File: src/rtl/intr_pkg.sv
`default_nettype none
// ============================================================================
//  Module      : intr_pkg
//  Description : Shared types and constants for the interrupt/reset sequencer:
//                interrupt source encoding, vector bytes, sequencer states.
//  Revision    : 1.0 - initial release
// ============================================================================
package intr_pkg;

    // Source currently (or most recently) being serviced
    typedef enum logic [1:0] {
        SRC_NONE = 2'd0,
        SRC_RST  = 2'd1,
        SRC_NMI  = 2'd2,
        SRC_IRQ  = 2'd3
    } int_src_t;

    // Vector bytes placed on the datapath constant bus during the vector fetch
    localparam logic [7:0] VEC_NMI_LO = 8'hFA;
    localparam logic [7:0] VEC_RST_LO = 8'hFC;
    localparam logic [7:0] VEC_IRQ_LO = 8'hFE;
    localparam logic [7:0] VEC_HI     = 8'hFF;

    // Sequencer states: executing opcodes, or running the interrupt sequence
    typedef enum logic [0:0] {
        RUN     = 1'b0,
        SERVICE = 1'b1
    } state_t;

    // Low vector byte for a given source; SRC_NONE never reaches a vector fetch
    function automatic logic [7:0] vec_lo_byte(input int_src_t src);
        logic [7:0] v;
        case (src)
            SRC_NMI: v = VEC_NMI_LO;
            SRC_RST: v = VEC_RST_LO;
            SRC_IRQ: v = VEC_IRQ_LO;
            default: v = 8'h00;
        endcase
        return v;
    endfunction

endpackage
`default_nettype wire

File: src/rtl/sync_chain.sv
`default_nettype none
// ============================================================================
//  Module      : sync_chain
//  Description : N-stage flop synchronizer for an asynchronous active-low pin.
//                All stages reset to 1 so the pin reads as inactive.
//  Revision    : 1.0 - initial release
// ============================================================================
module sync_chain #(
    parameter int STAGES = 2
) (
    input  logic clk,
    input  logic rst,
    input  logic i_async,
    output logic o_sync
);

    logic [STAGES-1:0] r_sync;

    // Shift the pin through the chain; oldest sample is the synchronized value
    always_ff @(posedge clk) begin
        if (rst) begin
            r_sync <= '1;
        end else begin
            r_sync <= {r_sync[STAGES-2:0], i_async};
        end
    end

    assign o_sync = r_sync[STAGES-1];

endmodule
`default_nettype wire

File: src/rtl/interrupt_ctrl.sv
`default_nettype none
// ============================================================================
//  Module      : interrupt_ctrl
//  Description : Interrupt and reset sequencer. Synchronizes irq_b/nmi_b,
//                latches NMI falling edges, decides at each instruction
//                boundary whether to run the interrupt sequence, and drives
//                the vector bytes and pushed B flag during the vector fetch.
//  Revision    : 1.0 - initial release
// ============================================================================
module interrupt_ctrl
    import intr_pkg::*;
#(
    parameter int SYNC_STAGES = 2
) (
    input  logic       ph2,
    input  logic       reset,
    input  logic       irq_b,
    input  logic       nmi_b,
    input  logic       i_flag,
    input  logic       fetch_boundary,
    input  logic       vec_fetch_lo,
    input  logic       vec_fetch_hi,
    input  logic       int_done,
    output logic       take_int,
    output logic [7:0] vector_constant,
    output logic       vector_constant_en,
    output logic       pushed_b,
    output logic [1:0] int_src
);

    // ------------------------------------------------------------------
    // Pin synchronization
    // ------------------------------------------------------------------
    logic w_irq_sync;
    logic w_nmi_sync;

    sync_chain #(.STAGES(SYNC_STAGES)) u_sync_irq (
        .clk     (ph2),
        .rst     (reset),
        .i_async (irq_b),
        .o_sync  (w_irq_sync)
    );

    sync_chain #(.STAGES(SYNC_STAGES)) u_sync_nmi (
        .clk     (ph2),
        .rst     (reset),
        .i_async (nmi_b),
        .o_sync  (w_nmi_sync)
    );

    // ------------------------------------------------------------------
    // State
    // ------------------------------------------------------------------
    state_t   r_state;
    state_t   w_state_next;
    int_src_t r_int_src;
    int_src_t w_src_next;
    logic     r_nmi_pend;
    logic     w_pend_next;
    logic     r_lo_seen;       // vec_fetch_lo already seen in this service
    logic     w_lo_seen_next;
    logic     r_nmi_prev;      // synchronized nmi_b one cycle earlier

    logic     w_nmi_edge;
    logic     w_irq_qual;
    logic     w_hijack;

    assign w_nmi_edge = r_nmi_prev & ~w_nmi_sync;
    assign w_irq_qual = ~w_irq_sync & ~i_flag;

    // An NMI may take over an IRQ service only until the low vector byte is read
    assign w_hijack = (r_int_src == SRC_IRQ) & r_nmi_pend & ~r_lo_seen & ~vec_fetch_lo;

    // Register update; reset forces a reset-vector service and drops any NMI
    always_ff @(posedge ph2) begin
        if (reset) begin
            r_state    <= SERVICE;
            r_int_src  <= SRC_RST;
            r_nmi_pend <= 1'b0;
            r_lo_seen  <= 1'b0;
            r_nmi_prev <= 1'b1;
        end else begin
            r_state    <= w_state_next;
            r_int_src  <= w_src_next;
            r_nmi_pend <= w_pend_next;
            r_lo_seen  <= w_lo_seen_next;
            r_nmi_prev <= w_nmi_sync;
        end
    end

    // Next-state: accept at boundaries, hijack, complete on int_done, latch NMI edges
    always_comb begin
        w_state_next   = r_state;
        w_src_next     = r_int_src;
        w_pend_next    = r_nmi_pend;
        w_lo_seen_next = r_lo_seen;

        case (r_state)
            RUN: begin
                if (fetch_boundary && (r_nmi_pend || w_irq_qual)) begin
                    w_state_next   = SERVICE;
                    w_lo_seen_next = 1'b0;
                    if (r_nmi_pend) begin
                        w_src_next  = SRC_NMI;
                        w_pend_next = 1'b0;
                    end else begin
                        w_src_next  = SRC_IRQ;
                    end
                end
            end
            SERVICE: begin
                if (int_done) begin
                    // Anything pending waits for the next fetch_boundary
                    w_state_next   = RUN;
                    w_lo_seen_next = 1'b0;
                end else begin
                    if (w_hijack) begin
                        w_src_next  = SRC_NMI;
                        w_pend_next = 1'b0;
                    end
                    if (vec_fetch_lo) begin
                        w_lo_seen_next = 1'b1;
                    end
                end
            end
            default: begin
                w_state_next = RUN;
            end
        endcase

        // A fresh edge always re-arms the request, even during NMI service
        if (w_nmi_edge) begin
            w_pend_next = 1'b1;
        end
    end

    // Vector byte mux; low byte wins if both strobes are (illegally) set
    always_comb begin
        vector_constant = 8'h00;
        if (vec_fetch_lo) begin
            vector_constant = vec_lo_byte(r_int_src);
        end else if (vec_fetch_hi) begin
            vector_constant = VEC_HI;
        end
    end

    assign vector_constant_en = vec_fetch_lo | vec_fetch_hi;
    assign pushed_b           = 1'b0;
    assign take_int           = (r_state == SERVICE);
    assign int_src            = r_int_src;

endmodule
`default_nettype wire

File: config.mk
export PLATFORM = sky130hd
export DESIGN_NAME = interrupt_ctrl
export DESIGN_NICKNAME = d
export VERILOG_FILES = /design/src/rtl/intr_pkg.sv /design/src/rtl/sync_chain.sv /design/src/rtl/interrupt_ctrl.sv
export SDC_FILE = /design/constraint.sdc
export NUM_CORES = 1
export LEC_CHECK = 0
export CAP_MARGIN = 20
export CORE_AREA = 4 4 41 43
export DETAILED_ROUTE_END_ITERATION = 6
export DIE_AREA = 0 0 45 47
export PLACE_DENSITY = 0.77
export SKIP_CTS_REPAIR_TIMING = 1
export SLEW_MARGIN = 20
export SYNTH_ARGS = -nofsm -noshare
export SYNTH_HDL_FRONTEND = slang
export SYNTH_SLANG_ARGS = --single-unit
File: constraint.sdc
create_clock -name ph2 -period 1.6 [get_ports ph2]
set_input_delay 0.4 -clock ph2 [delete_from_list [all_inputs] [get_ports ph2]]
set_output_delay 0.4 -clock ph2 [all_outputs]
set_load 0.005 [all_outputs]
Word level (Yosys, flattened, before mapping)
Cells that the tools add are included.
{ "word_totals": {"register_bits": 10, "elab_cells": 53} }
{ "op_classes": {"n_eq_ne": 10, "mux": 19, "n_bitwise": 12, "reduce_logical": 5} }
{ "op_table": {"columns": ["op", "count"], "rows": [
  ["one-hot mux 8 bit (3 select lines)", 1],
  ["two-way mux 8 bit", 2],
  ["two-way mux 1 bit", 9],
  ["two-way mux 2 bit", 3],
  ["!= test 3 bit (second input constant)", 2],
  ["NOT 1 bit", 6],
  ["one-hot mux 1 bit (2 select lines)", 3],
  ["AND reduction 3 bit", 2],
  ["AND 1 bit", 5],
  ["== test 2 bit (second input constant)", 2],
  ["!= test 2 bit (second input constant)", 2],
  ["one-hot mux 2 bit (2 select lines)", 1],
  ["!= test 3 x 1 -> 1 bit (second input constant)", 1],
  ["!= test 3 x 2 -> 1 bit (second input constant)", 1],
  ["== test 2 x 1 -> 1 bit (second input constant)", 1],
  ["!= test 2 x 1 -> 1 bit (second input constant)", 1],
  ["AND reduction 2 bit", 1],
  ["logical AND 1 bit", 1],
  ["logical OR 1 bit", 1],
  ["OR 1 bit", 1]
]} }

Longest topological paths before layout
{ "depth": {"depth_word": 8, "depth_mapped": 4, "ltp_nobuf": 3} }

Cells and area by module
Synthesis repeated with hierarchy kept, for this count alone.
{ "unflattened": {"cells_unflattened": 48, "area_unflattened_um2": 429.2} }
{ "by_module_without_submodules": {"columns": ["module", "n_inst", "cells_each", "area_per_inst_um2", "seq_area_each_um2"], "rows": [
  ["interrupt_ctrl", 1, 40, 324.1, 120.1],
  ["sync_chain", 2, 4, 52.6, 40.0]
]} }

Worst setup path before layout
No wires, ideal clock.
{ "synth_path": {"kind": "input-to-output", "start": "input port vec_fetch_lo", "end": "output port vector_constant[4]", "arrival_time_ns": 0.862, "required_ns": 1.200, "path_slack_ns": 0.338, "cell_stages": 3, "n_path_buf": 1, "path_cell_list": "nand2b_1 > nand3_1 > buf_4"} }
{ "synth_via": {"elab_chain_len": 1} }
{ "synth_rtl": {"columns": ["item", "line", "rtl"], "rows": [
  ["from (decl)", "interrupt_ctrl.sv:21", "input logic vec_fetch_lo,"],
  ["two-way mux 8 bit", "interrupt_ctrl.sv:140", "if (vec_fetch_lo) begin"],
  ["to (decl)", "interrupt_ctrl.sv:25", "output logic [7:0] vector_constant,"]
]} }
Every way passes these cells.

Final worst setup path
{ "layout_path": {"start": "register r_state (netlist: take_int)", "end": "output port take_int"} }
{ "layout_rtl": {"columns": ["item", "line", "rtl"], "rows": [
  ["from (decl)", "interrupt_ctrl.sv:54", "state_t r_state;"],
  ["from (signal assigned)", "interrupt_ctrl.sv:83", "r_state <= w_state_next;"],
  ["to (decl)", "interrupt_ctrl.sv:24", "output logic take_int,"]
]} }
No word-level cell between the ends.

==> impl_metrics.csv <==
group,metric,value,unit
cells_and_area,fin_cells,87,
yosys,ys_ff_latch,10,
die,die_h,47,um
detailed_routing,drc,0,
detailed_routing,wirelength,1.076,mm
worst_setup_path,crit_path_end_kind,"output port",
die,dieArea,2115,um^2
timing,setup_viol,0,
cts,insertion_delay,0.26,ns
yosys,synth_nets,59,
yosys,ys_seq_area_share,43.96,%
grt,grt_pass1_wl,1.559,mm
worst_setup_path,path_cells,"clkdlybuf4s50_1",
yosys,ys_warn_count,0,
power_and_ir_drop,leakage,0.0004209,uW
grt,grt_overflow,0,
grt,grt_use_total,10.63,%
yosys,syn-instance-count,50,
yosys,syn_area_per_cell,9.109,um^2
die,rows,13,
power_and_ir_drop,p_per_area,733.9,nW/um^2
worst_setup_path,cp_top_family,"buffers and inverters",
die,die_w,45,um
power_and_ir_drop,power.total,543.6,uW
grt,antenna_found_initial,0,
placed_design,portBuffers,20,
cells_and_area,antennaDiodeCount,0,
cells_and_area,fillers,120,
timing,rsz0062_at_grt,"no",
worst_setup_path,cp-start-kind,"flop",
worst_setup_path,critPathKind,"reg -> out",
cts,clock-sinks,10,
placed_design,place_area,663.1,um^2
cts,cts_root_buf,"clkbuf_4",
cts,clk_pin_slew,0.06,ns
worst_setup_path,critPathBufInv,1,
cts,cts_buffers,3,
yosys,syn_area,455.4,um^2
placed_design,gp_congestion,0.6902,
cells_and_area,nets,83,
timing,holdWs,0.4119,ns
power_and_ir_drop,ir_drop,398.5,uV
cells_and_area,final_util,56.92,%
worst_setup_path,critPathArrivalTime,1.13,ns
detailed_routing,routedWlPerCell,12.37,um
detailed_routing,via_per_inst,4.770,
yosys,ys_types,21,
die,core_area,1301,um^2
cells_and_area,final_cell_area,740.7,um^2
detailed_routing,first_pass_iters,4,
worst_setup_path,crit_path_max_incr_delay,0.51,ns
die,initial_core_util,35.00,%
worst_setup_path,required,1.20,ns
placed_design,dp_hpwl,813.1,um
timing,finalMaxSlewViolations,0,
timing,fin_skew,0.005673,ns
timing,period_share,95.60,%
timing,max_clock_freq,653.8,MHz
grt,grt_start_max_net_pins,11,
job,max_cap_violations,0,
timing,fin_crit,1.530,ns
yosys,netlist_top_cells_area,"dfxtp_1 44%, buf_4 8.2%, or2_2 6.9%, nand2_1 5.8%, o21bai_4 4.1%",
cells_and_area,multi_input_area,211.5,um^2
detailed_routing,vias,415,
detailed_routing,drt_iter0_markers,2,
hold_path,worstHoldPathType,"reg -> reg",
timing,hold_viol,0,
cells_and_area,layout_commonest_cell,"dlymetal6s2s_1",
worst_setup_path,worst-path-max-fanout,5,
cts,tritoncts,"done",
placed_design,dpl.cell_count,83,
worst_setup_path,cp_slowest_cell,"clkdlybuf4s50_1",
grt,grt_pass1_vias,392,
outcome,status,"finished clean",
cells_and_area,syn2layout_area_growth,62.64,%
cts,clockBufferDepth,2,
yosys,synth.top_cell.area_share,43.96,%
cells_and_area,drive_above_1_share,30.56,%
cts,h-tree-depth,1,
cells_and_area,final_cell_mix,"13 x dlymetal6s2s_1, 8 x dfxtp_1, 7 x nand2_1, 7 x clkdlybuf4s50_1",
detailed_routing,antenna_left,0,
yosys,yosysTopAreaCell,"dfxtp_1",
cells_and_area,seqCellArea,202.7,um^2
die,ios,22,
-- report_power, final --
group          switching [uW]  internal (uW)  leakage, uW  total, uW
Clock                    77.1           86.4    0.0000138        164
Combinational            40.9           70.4     0.000324        111
Sequential               7.19            262    0.0000827        269
Total                     125            418     0.000421        544
-- synth_stat cells --
master / number
dfxtp_1: 10
nand2_1: 7
buf_4: 5
or2_2: 5
inv_1: 4
a21oi_1: 2
nand2b_1: 2
nor2_1: 2
a21bo_2: 1
a221oi_2: 1
a31oi_1: 1
and2_4: 1
clkbuf_1: 1
conb_1: 1
nand3_1: 1
nand4b_1: 1
nor2b_1: 1
nor3_1: 1
o21bai_4: 1
o31ai_1: 1
o41ai_2: 1
-- final cells by class --
class	instances	share of cell area, %
multi-input cells	30	28.55
flip-flops and latches	10	27.36
clock buffers	3	3.041
inverters	4	2.027
well taps	15	2.534
repair buffers	25	36.49
-- per-stage QoR --
step	setup slack [ns]	TNS, ns
finish	0.07048	0
global route	0.02825	0
CTS	-0.5930	-4.765
detailed placement	-0.5832	-4.687
global placement	-0.5238	-4.282
floorplan	0.3381	0
-- flip-flops by register name, summed over array words and instances (netlist names) --
register and count:
r_nmi_pend 1, take_int 1, int_src 2, u_sync_nmi.r_sync 2
r_nmi_prev 1, r_lo_seen 1, u_sync_irq.r_sync 2
-- cell families (layout without fill, tap and decap cells) --
logic type      Yosys count  count (layout)  synth area share [%]
simple gates             21              21                 24.45
flops                    10              10                 43.96
buf+inv                  10              32                 12.36
compound gates            8               8                 18.41
other cells               1               1                0.8234
-- layer usage --
metal	share of wire (%)	GRT usage, %
met5	0	0
met4	0	7.018
met3	13	4.215
met2	52	20.62
met1	35	8.756
-- final timing paths --
path | startpoint | endpoint | slack [ns] | cells past startpoint
worst max-delay path | take_int$_SDFF_PP1_ | take_int | 0.07 | 1
worst min-delay path | u_sync_nmi.r_sync[0]$_SDFF_PP1_ | u_sync_nmi.r_sync[1]$_SDFF_PP1_ | 0.41 | 1
worst max register to register | int_src[0]$_SDFFE_PP1P_ | int_src[0]$_SDFFE_PP1P_ | 0.48 | 4
worst min register to register | u_sync_nmi.r_sync[0]$_SDFF_PP1_ | u_sync_nmi.r_sync[1]$_SDFF_PP1_ | 0.41 | 1
(Power assumes the default switching activity.)
